### src/rtl/neonfox_pkg.sv
// Shared package for the return-stack slice: operation encoding and the
// width helpers used to size the count and pointer registers.
package neonfox_pkg;

  // Decoded stack operation for one cycle.
  typedef enum logic [1:0] {
    OP_NONE    = 2'd0,
    OP_PUSH    = 2'd1,
    OP_POP     = 2'd2,
    OP_REPLACE = 2'd3
  } op_e;

  // Bits needed to hold a count of 0..depth inclusive.
  function automatic int cnt_w(input int depth);
    return $clog2(depth + 1);
  endfunction

  // Bits needed to address the depth-1 entry backing array (at least 1).
  function automatic int ptr_w(input int depth);
    return (depth > 2) ? $clog2(depth - 1) : 1;
  endfunction

endpackage

### src/rtl/stack_ram.sv
// Backing array for the return stack: ENTRIES x WIDTH, one asynchronous
// read port and one synchronous write port, built from logic cells.
module stack_ram #(
  parameter int WIDTH   = 32,
  parameter int ENTRIES = 15,
  parameter int AW      = 4
) (
  input  logic             clk,
  input  logic             we_i,
  input  logic [AW-1:0]    waddr_i,
  input  logic [WIDTH-1:0] wdata_i,
  input  logic [AW-1:0]    raddr_i,
  output logic [WIDTH-1:0] rdata_o
);

  (* ramstyle = "logic" *) logic [WIDTH-1:0] mem_q [ENTRIES];

  // Write port: store one entry on the rising edge when enabled.
  // NOTE: the array has no reset; entries are only read after being written,
  // so clearing them would cost a mux per bit for no functional benefit.
  always_ff @(posedge clk) begin
    if (we_i) mem_q[waddr_i] <= wdata_i;
  end

  assign rdata_o = mem_q[raddr_i];

endmodule

### src/rtl/ret_stack.sv
// Return stack with a dedicated top-of-stack register in front of a
// circular backing array. Optional sticky overflow/underflow flags are
// built when RET_STACK_ERR_EN is defined.
module ret_stack
  import neonfox_pkg::*;
#(
  parameter int WIDTH = 32,
  parameter int DEPTH = 16,
  parameter int WRAP  = 0
) (
  input  logic                      clk,
  input  logic                      rst,
`ifdef RET_STACK_ERR_EN
  output logic                      overflow,
  output logic                      underflow,
`endif
  input  logic                      en,
  input  logic                      flush,
  input  logic                      push,
  input  logic                      pop,
  input  logic [WIDTH-1:0]          data_in,
  output logic [WIDTH-1:0]          data_out,
  output logic                      empty,
  output logic                      full,
  output logic [cnt_w(DEPTH)-1:0]   count
);

  localparam int CW      = cnt_w(DEPTH);
  localparam int AW      = ptr_w(DEPTH);
  localparam int ENTRIES = DEPTH - 1;
  localparam logic [CW-1:0] CNT_FULL = CW'(DEPTH);
  localparam logic [AW-1:0] LAST_PTR = AW'(DEPTH - 2);

  logic [CW-1:0]    count_q, count_d;
  logic [AW-1:0]    wptr_q, wptr_d;
  logic [WIDTH-1:0] top_q, top_d;
  logic [AW-1:0]    wptr_inc, wptr_dec;
  logic [WIDTH-1:0] mem_rdata;
  logic             mem_we;
  logic             do_push;
  op_e              op;
`ifdef RET_STACK_ERR_EN
  logic             overflow_q, overflow_d;
  logic             underflow_q, underflow_d;
`endif

  assign data_out = top_q;
  assign count    = count_q;
  assign empty    = (count_q == '0);
  assign full     = (count_q == CNT_FULL);
`ifdef RET_STACK_ERR_EN
  assign overflow  = overflow_q;
  assign underflow = underflow_q;
`endif

  // Pointer neighbours with explicit wrap so non-power-of-two depths work.
  assign wptr_inc = (wptr_q == LAST_PTR) ? '0 : wptr_q + 1'b1;
  assign wptr_dec = (wptr_q == '0) ? LAST_PTR : wptr_q - 1'b1;

  stack_ram #(
    .WIDTH   (WIDTH),
    .ENTRIES (ENTRIES),
    .AW      (AW)
  ) u_ram (
    .clk     (clk),
    .we_i    (mem_we),
    .waddr_i (wptr_q),
    .wdata_i (top_q),
    .raddr_i (wptr_dec),
    .rdata_o (mem_rdata)
  );

  // Decode the request lines into one operation; flush or en low masks all.
  always_comb begin
    // NOTE: every output of a combinational block gets a default first, so
    // no path through the case leaves it unassigned and infers a latch.
    op = OP_NONE;
    if (en && !flush) begin
      case ({push, pop})
        2'b10:   op = OP_PUSH;
        2'b01:   op = OP_POP;
        2'b11:   op = OP_REPLACE;
        default: op = OP_NONE;
      endcase
    end
  end

  // Next-state logic for count, pointer, top register and error flags.
  always_comb begin
    count_d = count_q;
    wptr_d  = wptr_q;
    top_d   = top_q;
    mem_we  = 1'b0;
`ifdef RET_STACK_ERR_EN
    overflow_d  = overflow_q;
    underflow_d = underflow_q;
`endif
    // A replace on an empty stack behaves exactly like a push.
    do_push = (op == OP_PUSH) || ((op == OP_REPLACE) && empty);

    if (en && flush) begin
      count_d = '0;
      wptr_d  = '0;
`ifdef RET_STACK_ERR_EN
      overflow_d  = 1'b0;
      underflow_d = 1'b0;
`endif
    end else if (do_push) begin
      if (empty) begin
        // First entry lives only in the top register.
        top_d   = data_in;
        count_d = count_q + 1'b1;
      end else if (full) begin
`ifdef RET_STACK_ERR_EN
        overflow_d = 1'b1;
`endif
        if (WRAP != 0) begin
          // When full the pointer sits on the oldest entry, so spilling the
          // top there overwrites it while count stays at DEPTH.
          mem_we = 1'b1;
          wptr_d = wptr_inc;
          top_d  = data_in;
        end
      end else begin
        mem_we  = 1'b1;
        wptr_d  = wptr_inc;
        top_d   = data_in;
        count_d = count_q + 1'b1;
      end
    end else if (op == OP_REPLACE) begin
      top_d = data_in;
    end else if (op == OP_POP) begin
      if (empty) begin
`ifdef RET_STACK_ERR_EN
        underflow_d = 1'b1;
`endif
      end else if (count_q == CW'(1)) begin
        // Last entry popped: top register keeps its stale value.
        count_d = '0;
      end else begin
        top_d   = mem_rdata;
        wptr_d  = wptr_dec;
        count_d = count_q - 1'b1;
      end
    end
  end

  // State registers with asynchronous active-high reset.
  always_ff @(posedge clk or posedge rst) begin
    // NOTE: sequential state uses non-blocking assignments so every register
    // samples the pre-edge values regardless of statement order.
    if (rst) begin
      count_q <= '0;
      wptr_q  <= '0;
      top_q   <= '0;
`ifdef RET_STACK_ERR_EN
      overflow_q  <= 1'b0;
      underflow_q <= 1'b0;
`endif
    end else begin
      count_q <= count_d;
      wptr_q  <= wptr_d;
      top_q   <= top_d;
`ifdef RET_STACK_ERR_EN
      overflow_q  <= overflow_d;
      underflow_q <= underflow_d;
`endif
    end
  end

endmodule

### config.mk
export PLATFORM = sky130hd
export DESIGN_NAME = ret_stack
export DESIGN_NICKNAME = d
export VERILOG_FILES = /design/src/rtl/neonfox_pkg.sv /design/src/rtl/stack_ram.sv /design/src/rtl/ret_stack.sv
export SDC_FILE = /design/constraint.sdc
export NUM_CORES = 1
export LEC_CHECK = 0
export CORE_AREA = 10 10 197 199
export DETAILED_ROUTE_END_ITERATION = 7
export DIE_AREA = 0 0 207 209
export GPL_TIMING_DRIVEN = 0
export PLACE_DENSITY = 0.78
export SYNTH_ARGS = -nofsm -noshare
export SYNTH_HDL_FRONTEND = slang
export SYNTH_HIERARCHICAL = 1
export SYNTH_SLANG_ARGS = --single-unit
### constraint.sdc
create_clock -name clk -period 9.31 [get_ports clk]
set_clock_uncertainty 0.05 [all_clocks]
set_input_delay 2.3275 -clock clk [delete_from_list [all_inputs] [get_ports clk]]
set_output_delay 2.3275 -clock clk [all_outputs]
set_load 0.01 [all_outputs]
==> summary.md, run 1 <==
| Metric | Value |
|---|---|
| EDFF count, synth | 480 |
| Total power | ~0.0085 W |
| Total core area | between 0.03 and 0.04 mm² |
| Number of global-route vias before repair | 11900 |
| Slew Viols, Final | 0 |
| Hold Vio Cnt, Final | 0 |
| Layout fillers | 2210 |
| DR DRC count | 0 |
| Register Area | 0.0154 mm² |
| Clk_lat worst skew | 0.56 ns |
| Multi-input gate area | slightly below 0.005 mm² |
| Path type of the worst min-delay path | reg -> reg |
| Post-CTS resize count | 0 |
| Slowest stage delay, CP | 0.79 ns |
| Area grow syn2layout | 16.6% |
| DPL Wire Length | roughly 30 mm |
| CTS buffer count | 51 |
| Wire length per cell | 27.1 µm |
| Critical-path maximum fanout | 10 |
| Cell Area, Synth | roughly 0.021 mm² |
| Min Tclk post-route | roughly 5.8 ns |
| CP cell instances | clkdlybuf4s50_1 > nand2b_1 > nor2_1 > o21ai_0 > nor2_1 > nand3b_1 > nor3_2 > buf_6 > buf_8 > buf_4 |
| Synth Instances | approximately 1200 |
| Clk pin slew, worst setup/hold paths | 0.06 ns |
| Synthesized Nets | 1198 |
| RSZ-0062 raised after global routing | false |
| Routability cong. | 0.855 |
| Most frequent cells in the layout | edfxtp_1 (480), nand2_1 (99), mux4_2 (92), clkdlybuf4s50_1 (74), nor2_1 (68) |
| Core Rows | around 70 |
| Critical Path RT | ~9.5 ns |
| Worst-margin pin slew | 1.11 ns |
| Period utilization | roughly 62% |
| Synth warn | 6 |
| Setup Fix Bufs, Post-CTS | 0 |
| Crit start category | input pin |
| Fin nets | about 1300 |
| Count of final setup violators | 0 |
| Cell Pwr Density | 351 mW/mm² |
| Post-DRT Antenna Nets | 0 |
| I/O Pins | 77 |
| Pleak | 7.96 nW |
| Status | finished clean |
| Worst vdd ir | 0.191 mV |
| Clock sinks | 521 |
| Synth cell types | 56 |
| Cts-stage hold buffer count | 0 |
| Crit Path Category | in -> reg |
| Final wirelength | ~50 mm |
| Share of cells above drive strength 1 | between 10% and 20% |
| Bufs on Longest Clock Path | 3 |
| Total gr overflow | 0 |
| Critical Path Sink Type | flop |
| Crit path DAT | ~6 ns |
| Global-route wire length before repair | 74.3 mm |
| Max-capacitance violation count | 0 |
| Max_slew headroom | 24.8% |
| Port Buf Inserts | 74 |
| Register bit total from synthesis | 521 |
| Largest net degree at the start of global routing | 23 |
| Post-synthesis sequential area ratio | 74.5% |
| Global Route Usage Sum | between 20% and 30% |
| Most frequent CP cell | nor2_1 |
| Max Clk Rate | approximately 170 MHz |
| Main synth FF type | edfxtp_1 |
| N_diodes | 0 |
| Initial DRC Count | roughly 1300 |
| CTS tree | done |
| Total Die Area | 0.0433 mm² |
| Asr flop ratio synth | 7.87% |
| Setup_tns | 0 ns |
| Die height | 209 µm |
| Crit path max-delay cell type | nor3_2 |
| Clock Root Buffer | clkbuf_16 |
| H-tree depth | 2 |
| Via/cell ratio | 6.43 |
| Mean Syn Cell Area | 18.0 µm² |
| Vias post-DR | 11600 |
| Most common cell after layout, fill and taps aside | edfxtp_1 |
| Antenna violations before repair | 0 |
| Die width | between 200 and 250 µm |
| Initial Utilization | 59.1% |
| Drt first pass iters | 5 |
==> cells in the mapped netlist, types with 3 or more instances <==
library cell	number	share of area [%]
edfxtp_1	480	70
nor2b_1	7	0.21
buf_4	12	0.43
inv_1	12	0.22
nor2_1	79	1.4
o22ai_1	5	0.15
clkbuf_1	17	0.31
buf_6	6	0.33
nand2_1	99	1.8
o211ai_1	29	1.1
nand2b_1	9	0.27
o21ai_1	3	0.072
mux2i_1	42	2.0
nor3b_1	4	0.14
nand3b_1	4	0.14
dfrtp_1	41	5.0
or3_1	3	0.091
nor3_1	4	0.097
a211o_1	4	0.17
buf_2	26	0.63
o21ai_0	17	0.41
a21oi_1	36	0.87
ha_1	9	0.54
a22oi_1	29	1.1
mux4_2	92	10
o2bb2ai_1	3	0.13
nand3_1	6	0.14
a31oi_1	38	1.1
==> final cells by class <==
type | instances | share of cell area, %
plain buffers | 64 | 1.55
clock buffers | 71 | 5.85
clock inverters | 24 | 0.782
inverters | 13 | 0.212
multi-input cells | 553 | 20.5
flip-flops and latches | 521 | 63.9
well taps | 461 | 2.39
repair buffers | 98 | 4.82
==> state kept, by name, indices dropped and copies added (netlist names) <==
name         count
u_ram/mem_q    480
count            5
data_out        32
wptr_q           4
==> layer usage <==
metal	wire (µm)	global-route usage, %	share of wire (%)
met4	988	6.32	2.0
met1	18700	30.1	38
met5	0	0	0
met3	4550	4.47	9.3
met2	24600	37.0	50
==> power by group <==
group          internal [W]  switching, W
combinational       0.00138       0.00179
clock               0.00114      0.000826
sequential          0.00299      0.000354
total               0.00552       0.00298
==> stage by stage <==
step	setup WS (ns)	utilization (%)	cell area (µm²)	hold slack, ns	instances
final	3.54	69.0	24200	0.551	1805
after global routing	3.36	69.0	24200	0.580	1805
after CTS	3.55	69.0	24200	0.544	1805
after detailed placement	3.00	64.4	22600	0.523	1710
after global placement	-0.566	62.9	22000	0.526	1686
after floorplan	2.77	-	20700	0.529	1151
==> critical path, delay by kind of cell <==
kind                   cells  cell delay (ns)
AOI/OAI and AO/OA          1             0.27
buffers and inverters      4             1.16
and+or+nand+nor            5             2.20
==> kinds of logic (layout without fill, tap and decap cells) <==
family	after synthesis	count (layout)	synth area share (%)
compound gates	178	178	5.72
xor+xnor	2	2	0.0845
fa+ha+maj	9	9	0.543
buf+inv	77	270	2.06
flops	521	521	74.5
mux	137	137	12.2
simple gates	227	227	4.88
==> path summary, 6_finish.rpt <==
check | start | endpoint | slack, ns | cells after the start
max in group asynchronous | rst | data_out[27] | 6.55 | 3
min | count[1] | count[1] | 0.55 | 1
max | en | u_ram/mem_q[8][19] | 3.54 | 10
min reg2reg | count[1] | count[1] | 0.55 | 1
min in group asynchronous | rst | data_out[4] | 2.10 | 2
max reg2reg | count[0] | u_ram/mem_q[8][19] | 5.22 | 12
No activity file was read; power rests on OpenSTA's default activity.
==> run 2: changes to the inputs <==
clock period = 5.9 ns   (was 9.31 ns; I/O delays follow)
==> results of run 2 <==
Same layout as run 1 (identical final DEF). Status: finished clean.
Main changes from that run: setup slack after placement 3.00 ns -> 0.444 ns; setup slack after layout 3.54 ns -> 0.983 ns; register-to-register setup slack 5.22 ns -> 1.81 ns; total power 0.00849 W -> 0.0134 W; worst IR drop on VDD 0.191 mV -> 0.301 mV
==> run 3: changes to the inputs <==
CORE_AREA = 10 10 206 208   (was 10 10 197 199)
DIE_AREA = 0 0 216 218   (was 0 0 207 209)
PLACE_DENSITY = 0.75   (was 0.78)
clock period = 4.5 ns   (was 5.9 ns; I/O delays follow)
==> summary.md, run 3 (synthesis gave the netlist of run 1 again) <==
| Metric | Value |
|---|---|
| WHS Endpoint | count[1] |
| Clock sinks | 521 (unchanged) |
| Status | finished clean |
| Routability cong. | 0.855 (about the same) |
| Most frequent cells in the layout | edfxtp_1 (480), nand2_1 (99), mux4_2 (92), clkdlybuf4s50_1 (74), nor2_1 (68) |
| Number of global-route vias before repair | 11900 (+0.067%) |
| Setup Fix Bufs, Post-CTS | 0 (unchanged) |
| Final core occ | 63.5% (-5.4 points) |
| CTS tree | done |
| Max reg flops | 480 (unchanged) |
| Post-CTS resize count | 0 (unchanged) |
| Critical-path maximum fanout | 11 (+1) |
| Initial Utilization | 54.1% (-5.0 points) |
| Via/cell ratio | 6.24 (-3.0%) |
| Period utilization | a little over nine tenths |
| Layout fillers | 2556 (+16%) |
| Vias post-DR | 11600 (-0.11%) |
| Max_slew headroom | 33.5% (+8.7 points) |
| Crit path DAT | 4.51 ns |
| Initial DRC Count | 1221 (-4.7%) |
| Clk_lat worst skew | 0.58 ns (+0.02 ns) |
| Slew Viols, Final | 0 (unchanged) |
| Crit Path Category | in -> reg |
| Path type of the worst min-delay path | reg -> reg |
| N_diodes | 0 (unchanged) |
| Critical Path RT | 4.74 ns |
| Pleak | 7.96 nW (about the same) |
| Min-delay src | count[1] |
| Die height | 218 µm (+4.3%) |
| Wire length per cell | 26.7 µm (-1.3%) |
| Min Tclk post-route | 4.27 ns |
| Global-route wire length before repair | 74.1 mm (-0.31%) |
| CTS buffer count | 52 (+2.0%) |
| I/O Pins | 77 (unchanged) |
| Critical Path Sink Type | flop |
| Worst vdd ir | 0.547 mV |
| Post-DRT Antenna Nets | 0 (unchanged) |
| Multi-input gate area | 0.00498 mm² (+0.50%) |
| Fin nets | 1346 (-0.22%) |
| Area grow syn2layout | 17.3% |
| Hold Path Stages | 1 (unchanged) |
| Register Area | 0.0154 mm² (unchanged) |
| Total power | 0.0177 W |
| Global Route Usage Sum | 21.1% (-1.4 points) |
| Cts-stage hold buffer count | 0 (unchanged) |
| Reg2reg setup slack | 0.32 ns |
| Max Clk Rate | 234 MHz |
| Most common cell after layout, fill and taps aside | edfxtp_1 |
| Worst-margin pin slew | 0.995 ns (-0.118 ns) |
| Clk pin slew, worst setup/hold paths | 0.06 ns (about the same) |
| Crit start category | input pin |
| Clock Root Buffer | clkbuf_16 |
| Worst Setup Slack, final | 0.233 ns |
| Total core area | 0.0383 mm² (+9.2%) |
| Largest net degree at the start of global routing | 26 (+13%) |
| Count of final setup violators | 0 (unchanged) |
| Drt first pass iters | 5 (unchanged) |
| Final wirelength | 49.6 mm (+1.6%) |
| Largest register by flop count | u_ram/mem_q |
| Cell Pwr Density | around 730 mW/mm² |
| Die width | 216 µm (+4.3%) |
| DPL Wire Length | 31.1 mm (+1.9%) |
| Port Buf Inserts | 74 (unchanged) |
| Antenna violations before repair | 0 (unchanged) |
| Hold Vio Cnt, Final | 0 (unchanged) |
| Total gr overflow | 0 (unchanged) |
| Startpoint of the worst-slack reg-to-reg timing path | wptr_q[0] |
| H-tree depth | 2 (unchanged) |
| Core Rows | 72 (+4.3%) |
| Share of cells above drive strength 1 | 19.4% (-0.11 points) |
| Pre-CTS setup slack | -0.382 ns |
| DR DRC count | 0 (unchanged) |
| RSZ-0062 raised after global routing | false |
| Max-capacitance violation count | 0 (unchanged) |
| Total Die Area | 0.0471 mm² (+8.8%) |
| RR Endpoint | data_out[10] |
| Bufs on Longest Clock Path | 3 (unchanged) |
| Placed Area | 0.0227 mm² (+0.55%) |
| Post-route cell area | 0.0243 mm² (+0.61%) |
| R2R depth | 12 (unchanged) |
run 3: cell types whose count changed in the layout (fill, tap and decap cells not counted), moves of 2 or more:
cell / before / now
buf_6: 15 / 6
clkbuf_8: 2 / 9
clkinv_2: 12 / 7
nor3_2: 4 / 0
nor3_4: 0 / 4
buf_16: 6 / 9
buf_12: 6 / 8
bufinv_16: 3 / 1
clkinv_1: 8 / 6
clkinvlp_4: 0 / 2
run 3: area by class of cell:
cell class | count | area share (%)
well taps | 518 | 2.67
repair buffers | 94 | 4.91
multi-input cells | 553 | 20.5
flip-flops and latches | 521 | 63.5
clock buffers | 79 | 6.23
plain buffers | 64 | 1.54
clock inverters | 17 | 0.458
inverters | 13 | 0.211
run 3: worst max path at each step:
| stage | start | endpoint | slack, ns | depth (start not counted) |
|---|---|---|---|---|
| 6_report | en | u_ram/mem_q[0][13] | 0.23 | 8 |
| 2_1_floorplan | flush | u_ram/mem_q[1][0] | 0.04 | 7 |
| 3_5_place_dp | en | u_ram/mem_q[0][14] | -0.38 | 8 |
| 5_1_grt | en | u_ram/mem_q[0][10] | 0.06 | 8 |
| 3_3_place_gp | en | u_ram/mem_q[2][16] | -2.11 | 7 |
| 4_1_cts | en | u_ram/mem_q[0][13] | 0.25 | 8 |
run 3: metal layers:
metal | global-route usage (%) | part of all wire (%) | vias up
met1 | 27.6 | 39 | 6011
li1 | - | - | 4901
met4 | 7.74 | 3.0 | 0
met2 | 34.4 | 49 | 589
met5 | 0 | 0 | -
met3 | 4.63 | 8.8 | 101
run 3: per-stage QoR:
stage | TNS, ns | hold WS [ns] | std cells
finish | 0 | 0.531 | 1859
global route | 0 | 0.572 | 1859
CTS | 0 | 0.537 | 1859
detailed placement | -22.11 | 0.517 | 1763
global placement | -877.83 | 0.519 | 1743
floorplan | 0 | 0.529 | 1151
run 3: critical path, cell delays in order:
cell and delay, ns:
clkdlybuf4s50_1 0.49, nand2b_1 0.14, nor2_1 0.49, o21ai_0 0.25, nor2_1 0.31, or3b_2 0.61
nor3_4 0.79, buf_8 0.25
run 3: power by group:
part / internal (W) / total, W / switching, W
clock network: 0.00237 / 0.00412 / 0.00175
logic: 0.00286 / 0.00661 / 0.00375
registers: 0.00619 / 0.00693 / 0.000736
==> edit 1, RTL diff (settings of run 2) <==
Reset style: synchronous (`rst`), changed in one clocked block. Comments in the files are not updated.
--- a/src/rtl/ret_stack.sv
+++ b/src/rtl/ret_stack.sv
@@ -148,3 +148,3 @@
   // State registers with asynchronous active-high reset.
-  always_ff @(posedge clk or posedge rst) begin
+  always_ff @(posedge clk) begin
     // NOTE: sequential state uses non-blocking assignments so every register
Function: differs if rst is asserted again (counterexample within 4 cycles, from zero or initial values and one cycle with rst high); with rst held inactive, the same outputs for 4 cycles.
==> edit 1 against run 2 <==
  * Utilization decreased by 0.65 points
  * Sequential cell count is the same
  * Final area fell by 0.94%
  * Die area unchanged
  * Largest cell class unchanged
  * Sequential share of layout area is 0.25 points lower
  * Synthesized area down 1.1%
  * Routed wire length is 1.0% higher
  * Register-to-register slack got worse by 0.14 ns
  * Hold slack got worse by 0.051 ns
  * Worst setup slack better by 0.37 ns
  * Via count increased by 0.36%
Power is not compared: it rests on default switching activity, and its combinational part moved more than twofold at a synthesized area within 25%.
==> edit 1: results (changes against run 2) <==
Drt
  • Initial DRC count: 1372 (+7.1%)
  • DR vias/cell: 6.48 (+0.75%)
  • Avg WL per Cell: 27.4 µm (+1.4%)
  • DR pass1 iterations: 6 (+1)

Cells and area
  • Layout Cells excl Fill: 1798 (-0.39%)
  • NumNets Final: 1345 (-0.30%)
  • Diode count: 0 (unchanged)
  • Layout cells sized above 1: 19.0% (-0.50 points)

Place
  • HPWL Detailed: 30500 µm (-0.19%)
  • Placement Cell Area: 22300 µm² (-0.99%)
  • Placed cell count: 1707 (-0.18%)
  • Setup WS pre-CTS: 0.827 ns (+0.383 ns)
  • I/O Buffers: 75 (+1.4%)
  • Final GP Congestion: 0.794 (-7.2%)

Global route
  • Total track usage: 22.3% (-0.17 points)
  • Met3 Use GR: 3.68% (-0.79 points)
  • Met1 GRT Util: 29.1% (-0.92 points)
  • Largest net degree at the start of global routing: 25 (+8.7%)
  • Vias in the first global route: 11800 (-0.83%)
  • Met2 Usage GRT: 36.8% (-0.12 points)
  • First-pass GRT wire length: 73900 µm (-0.52%)

Worst setup path
  • Worst endpoint data arrival time: 4.75 ns (-0.37 ns)
  • Worst reg-to-reg setup slack: 1.67 ns (-0.14 ns)
  • Critical path's largest stage delay: 0.82 ns (+0.03 ns)

Outcome
  • Outcome: finished, final reports clean

Synthesis
  • Post-synth cell types: 54 (-3.6%)
  • Post-synthesis sequential area ratio: 74.3% (-0.19 points)
  • Post-synth top cells: edfxtp_1 (480), nand2_1 (97), mux4_2 (92)
  • Synth area leaders: edfxtp_1 (70%), mux4_2 (10%), dfxtp_1 (4.0%)
  • Ys async rst share: 0% (-7.9 points)
  • Post-Syn Instances: 1146 (-0.43%)

Timing
  • Final Critical Period: 4.54 ns (-0.373 ns)
  • Max-Slew Margin vs Limit: 30.6% (+5.8 points)
  • WHS: 0.500 ns (-0.0511 ns)

Min path
  • Hold WC Path Type: flip-flop to flip-flop

Clocking
  • CTS buffer count: 50 (-2.0%)
[edit 1: cell count changes in the layout (fill, tap and decap cells not counted), sizes merged, moves of 4 or more]
cell    change
a311oi     +32
clkinv      -5
a211oi      +4
clkbuf      +5
o21ai       -5
dfxtp      +41
nor3       +10
dfrtp      -41
a31oi      -32
inv         -5
o31ai       +4
[edit 1: cell type report]
type,instances,area [µm²]
clock buffer,69,1350
buffer,67,362
timing repair buffer,100,1170
inverter,8,30.0
tap,461,577
sequential,521,15200
fill,2225,11100
clock inverter,22,245
multi-input combinational,550,4970
[edit 1: cells by family after synthesis]
logic type | count (synthesis) | synth area share [%]
buffers and inverters | 75 | 1.91
XOR/XNOR | 2 | 0.0855
AO/OA/AOI/OAI | 171 | 5.98
AND/OR/NAND/NOR | 235 | 5.04
adder cells (fa/ha/maj) | 9 | 0.549
multiplexers | 133 | 12.1
flip-flops | 521 | 74.3
[edit 1: worst paths after layout]
| check | depth (start not counted) | from | end |
|---|---|---|---|
| worst max-delay path | 8 | push | u_ram/mem_q[0][13] |
| worst min-delay path | 2 | count[1] | count[1] |
| worst max register to register | 12 | wptr_q[0] | data_out[13] |
| worst min register to register | 2 | count[1] | count[1] |
[edit 1: layer usage]
metal	share of wire (%)	vias up
met2	50	665
li1	-	4916
met1	39	5961
met5	0	-
met3	8.3	115
met4	3.3	0
[edit 1: power breakdown]
group | leakage [µW] | switching (µW) | internal (µW)
Sequential | 0.00462 | 90.2 | 4090
Clock | 0.000783 | 1320 | 1820
Combinational | 0.00206 | 240 | 207
[edit 1: worst min-delay path, cell delays in order, from the launching register on]
cell and delay [ns]:
dfxtp_1 0.35, nand3_1 0.08, o21ai_0 0.07
==> edit 2, RTL diff (flow settings as in run 2) <==
Without the edit above. The option `RET_STACK_ERR_EN` is turned on by a define.
--- a/src/rtl/ret_stack.sv
+++ b/src/rtl/ret_stack.sv
@@ -3,2 +3,4 @@
 // built when RET_STACK_ERR_EN is defined.
+`define RET_STACK_ERR_EN
+
 module ret_stack
Formal check against the unedited RTL (old outputs only; new: overflow and underflow): equivalent (Yosys induction, for registers that start in step).
==> edit 2 against run 2 <==
  * Worst setup slack gained 0.021 ns
  * Routed wire length increased by 3.4%
  * Hold slack lost 0.097 ns
  * Combinational power grew 7.8%
  * Sequential cell count is 2 higher
  * Largest cell class unchanged
  * Critical endpoint is now u_ram/mem_q[8][20]
  * Synthesized area rose by 0.25%
  * Final area increased by 0.69%
  * Count of clock-buffer cells in the layout fell by 2
  * Total power is 3.1% higher
==> edit 2: results (changes against run 2) <==
Synthesis
  • Post-synth top cells: edfxtp_1 (480), mux4_2 (92), mux2i_1 (74)
  • Post-synthesis net count: 1171 (-2.3%)
  • EDFF count, synth: 480 (unchanged)
  • Xor and xnor area share after synthesis: 0.126% (+0.042 points)
  • Top FF cell, synth: edfxtp_1
  • Post-synthesis sequential area ratio: 74.6% (about the same)
  • Largest family of logic cells by synthesized area: multiplexers
  • Post-synth cell types: 55 (-1.8%)
  • Ys async rst share: 8.22% (+0.35 points)
  • Synth area leaders: edfxtp_1 (69%), mux4_2 (10%), dfrtp_1 (5.2%)
  • Synth Area in Compound Gates: 5.45% (-0.27 points)
  • Mux cell area share after synthesis: 13.7% (+1.5 points)
  • Synth Area in Adders: 0.542% (-0.0014 points)

Worst setup path
  • FF-to-FF Start: wptr_q[0]
  • Slowest-stage cell, CP: nor3_2
  • Worst reg-to-reg setup slack: 1.65 ns (-0.16 ns)
  • Worst endpoint data arrival time: 5.10 ns (-0.02 ns)
  • Crit-path max FO: 10 (unchanged)
  • Critical path's largest stage delay: 0.77 ns (-0.02 ns)
  • FF-to-FF End: data_out[28]

Min path
  • Hold Path End: overflow
  • Hold WC Path Type: flip-flop to flip-flop
  • Hold_sp: overflow
  • Hold Path Cell Cnt: 2 (+1)

Clocking
  • CTS HTree Levels: 2 (unchanged)
  • CTS buffer count: 51 (unchanged)
  • Worst-path clk slew: 0.06 ns (about the same)
  • CTS resizes: 0 (unchanged)
  • Clock latency at the later pin of the worst-skew pair: 0.56 ns (about the same)
  • Post-CTS Setup Inserts: 0 (unchanged)
  • Clock buffer depth: 3 (unchanged)

Place
  • HPWL Detailed: 31200 µm (+2.2%)
  • I/O Buffers: 77 (+4.1%)
  • Final GP Congestion: 0.791 (-7.4%)
  • Setup WS pre-CTS: 0.527 ns (+0.0833 ns)

Floorplanning
  • Starting Density: 59.3% (+0.15 points)

Power
  • Psw: 4850 µW (+3.4%)
  • Leakage power: 0.00833 µW (+4.7%)
  • VDD IR max: 0.316 mV (+5.2%)

Cells and area
  • Max reg flops: 480 (unchanged)
  • Diode count: 0 (unchanged)
  • NumNets Final: 1326 (-1.7%)
  • Largest Register: u_ram/mem_q
  • Layout cells sized above 1: 19.3% (-0.18 points)
  • FILL cells: 2216 (+0.27%)

Drt
  • DR vias/cell: 6.52 (+1.3%)
  • Routed Wire Length: 50500 µm (+3.4%)
  • Initial DRC count: 1286 (+0.39%)

Timing
  • WHS: 0.455 ns (-0.0965 ns)
  • Slew at the pin with the worst max-slew slack: 1.21 ns (+0.100 ns)
  • Fin crit share: 83.0% (-0.35 points)

Global route
  • Largest net degree at the start of global routing: 27 (+17%)
  • Total track usage: 23.1% (+0.62 points)
  • First-pass GRT wire length: 76100 µm (+2.5%)
  • Vias in the first global route: 11800 (-0.59%)

Outcome
  • Outcome: finished, final reports clean
## edit 2: changes by cell type after synthesis, moves of 3 or more
cell / before / now
o2bb2ai_1: 3 / 0
nor2_1: 79 / 51
nand2_1: 99 / 68
a31oi_1: 38 / 10
or3_1: 3 / 0
buf_4: 12 / 7
o21ai_0: 17 / 45
mux2i_1: 42 / 74
o2111ai_1: 0 / 3
nor3_1: 4 / 9
buf_1: 1 / 5
## edit 2: worst max-delay path by stage
stage               start                  to  depth (start not counted)
floorplan            push   u_ram/mem_q[0][0]                          7
finish              flush  u_ram/mem_q[8][20]                          9
global route        flush  u_ram/mem_q[8][22]                          9
CTS                 flush  u_ram/mem_q[8][22]                          9
global placement    flush   u_ram/mem_q[0][2]                          7
detailed placement  flush  u_ram/mem_q[8][13]                          9
## edit 2: metal layers
layer  share of wire [%]  GRT usage, %  vias to the layer above
li1                    -             -                     4842
met1                  37          30.5                     5977
met2                  50          38.5                      681
met3                 9.2          3.79                      112
met4                 2.9          7.63                        0
met5                   0             0                        -
## edit 2: area by class of cell
cell class	count	area (µm²)	share of cell area, %
clock inverters	25	330	1.36
clock buffers	69	1360	5.60
flip-flops and latches	523	15500	63.7
repair buffers	102	1190	4.88
inverters	13	48.8	0.201
well taps	461	577	2.37
plain buffers	62	348	1.43
multi-input cells	526	4990	20.5
## edit 2: metrics by stage
| step | setup TNS, ns | util [%] | cell area, µm² | instances |
|---|---|---|---|---|
| after CTS | 0 | 69.4 | 24300 | 1781 |
| after detailed placement | 0 | 64.6 | 22600 | 1687 |
| final | 0 | 69.4 | 24300 | 1781 |
| after global routing | 0 | 69.4 | 24300 | 1781 |
| after floorplan | 0 | - | 20800 | 1124 |
| after global placement | -734.01 | 63.1 | 22100 | 1662 |
## edit 2: cell families (layout without fill, tap and decap cells)
kind of cell	Yosys count	after routing
mux	169	169
compound gates	177	177
fa+ha+maj	9	9
flops	523	523
xor+xnor	3	3
simple gates	168	168
buf+inv	75	271
## edit 2: power by group through the flow
stage	logic, µW	registers (µW)	clock network [µW]
2_1_floorplan	3590	5070	0
3_3_place_gp	5160	5150	0
3_5_place_dp	5330	5200	0
4_1_cts	5390	5130	3330
5_1_grt	5750	5190	3480
6_report	5400	5130	3290
## edit 2: critical path, delay by kind of cell
| kind | cells | cell delay (ns) |
|---|---|---|
| buf+inv | 5 | 1.70 |
| simple gates | 4 | 1.91 |
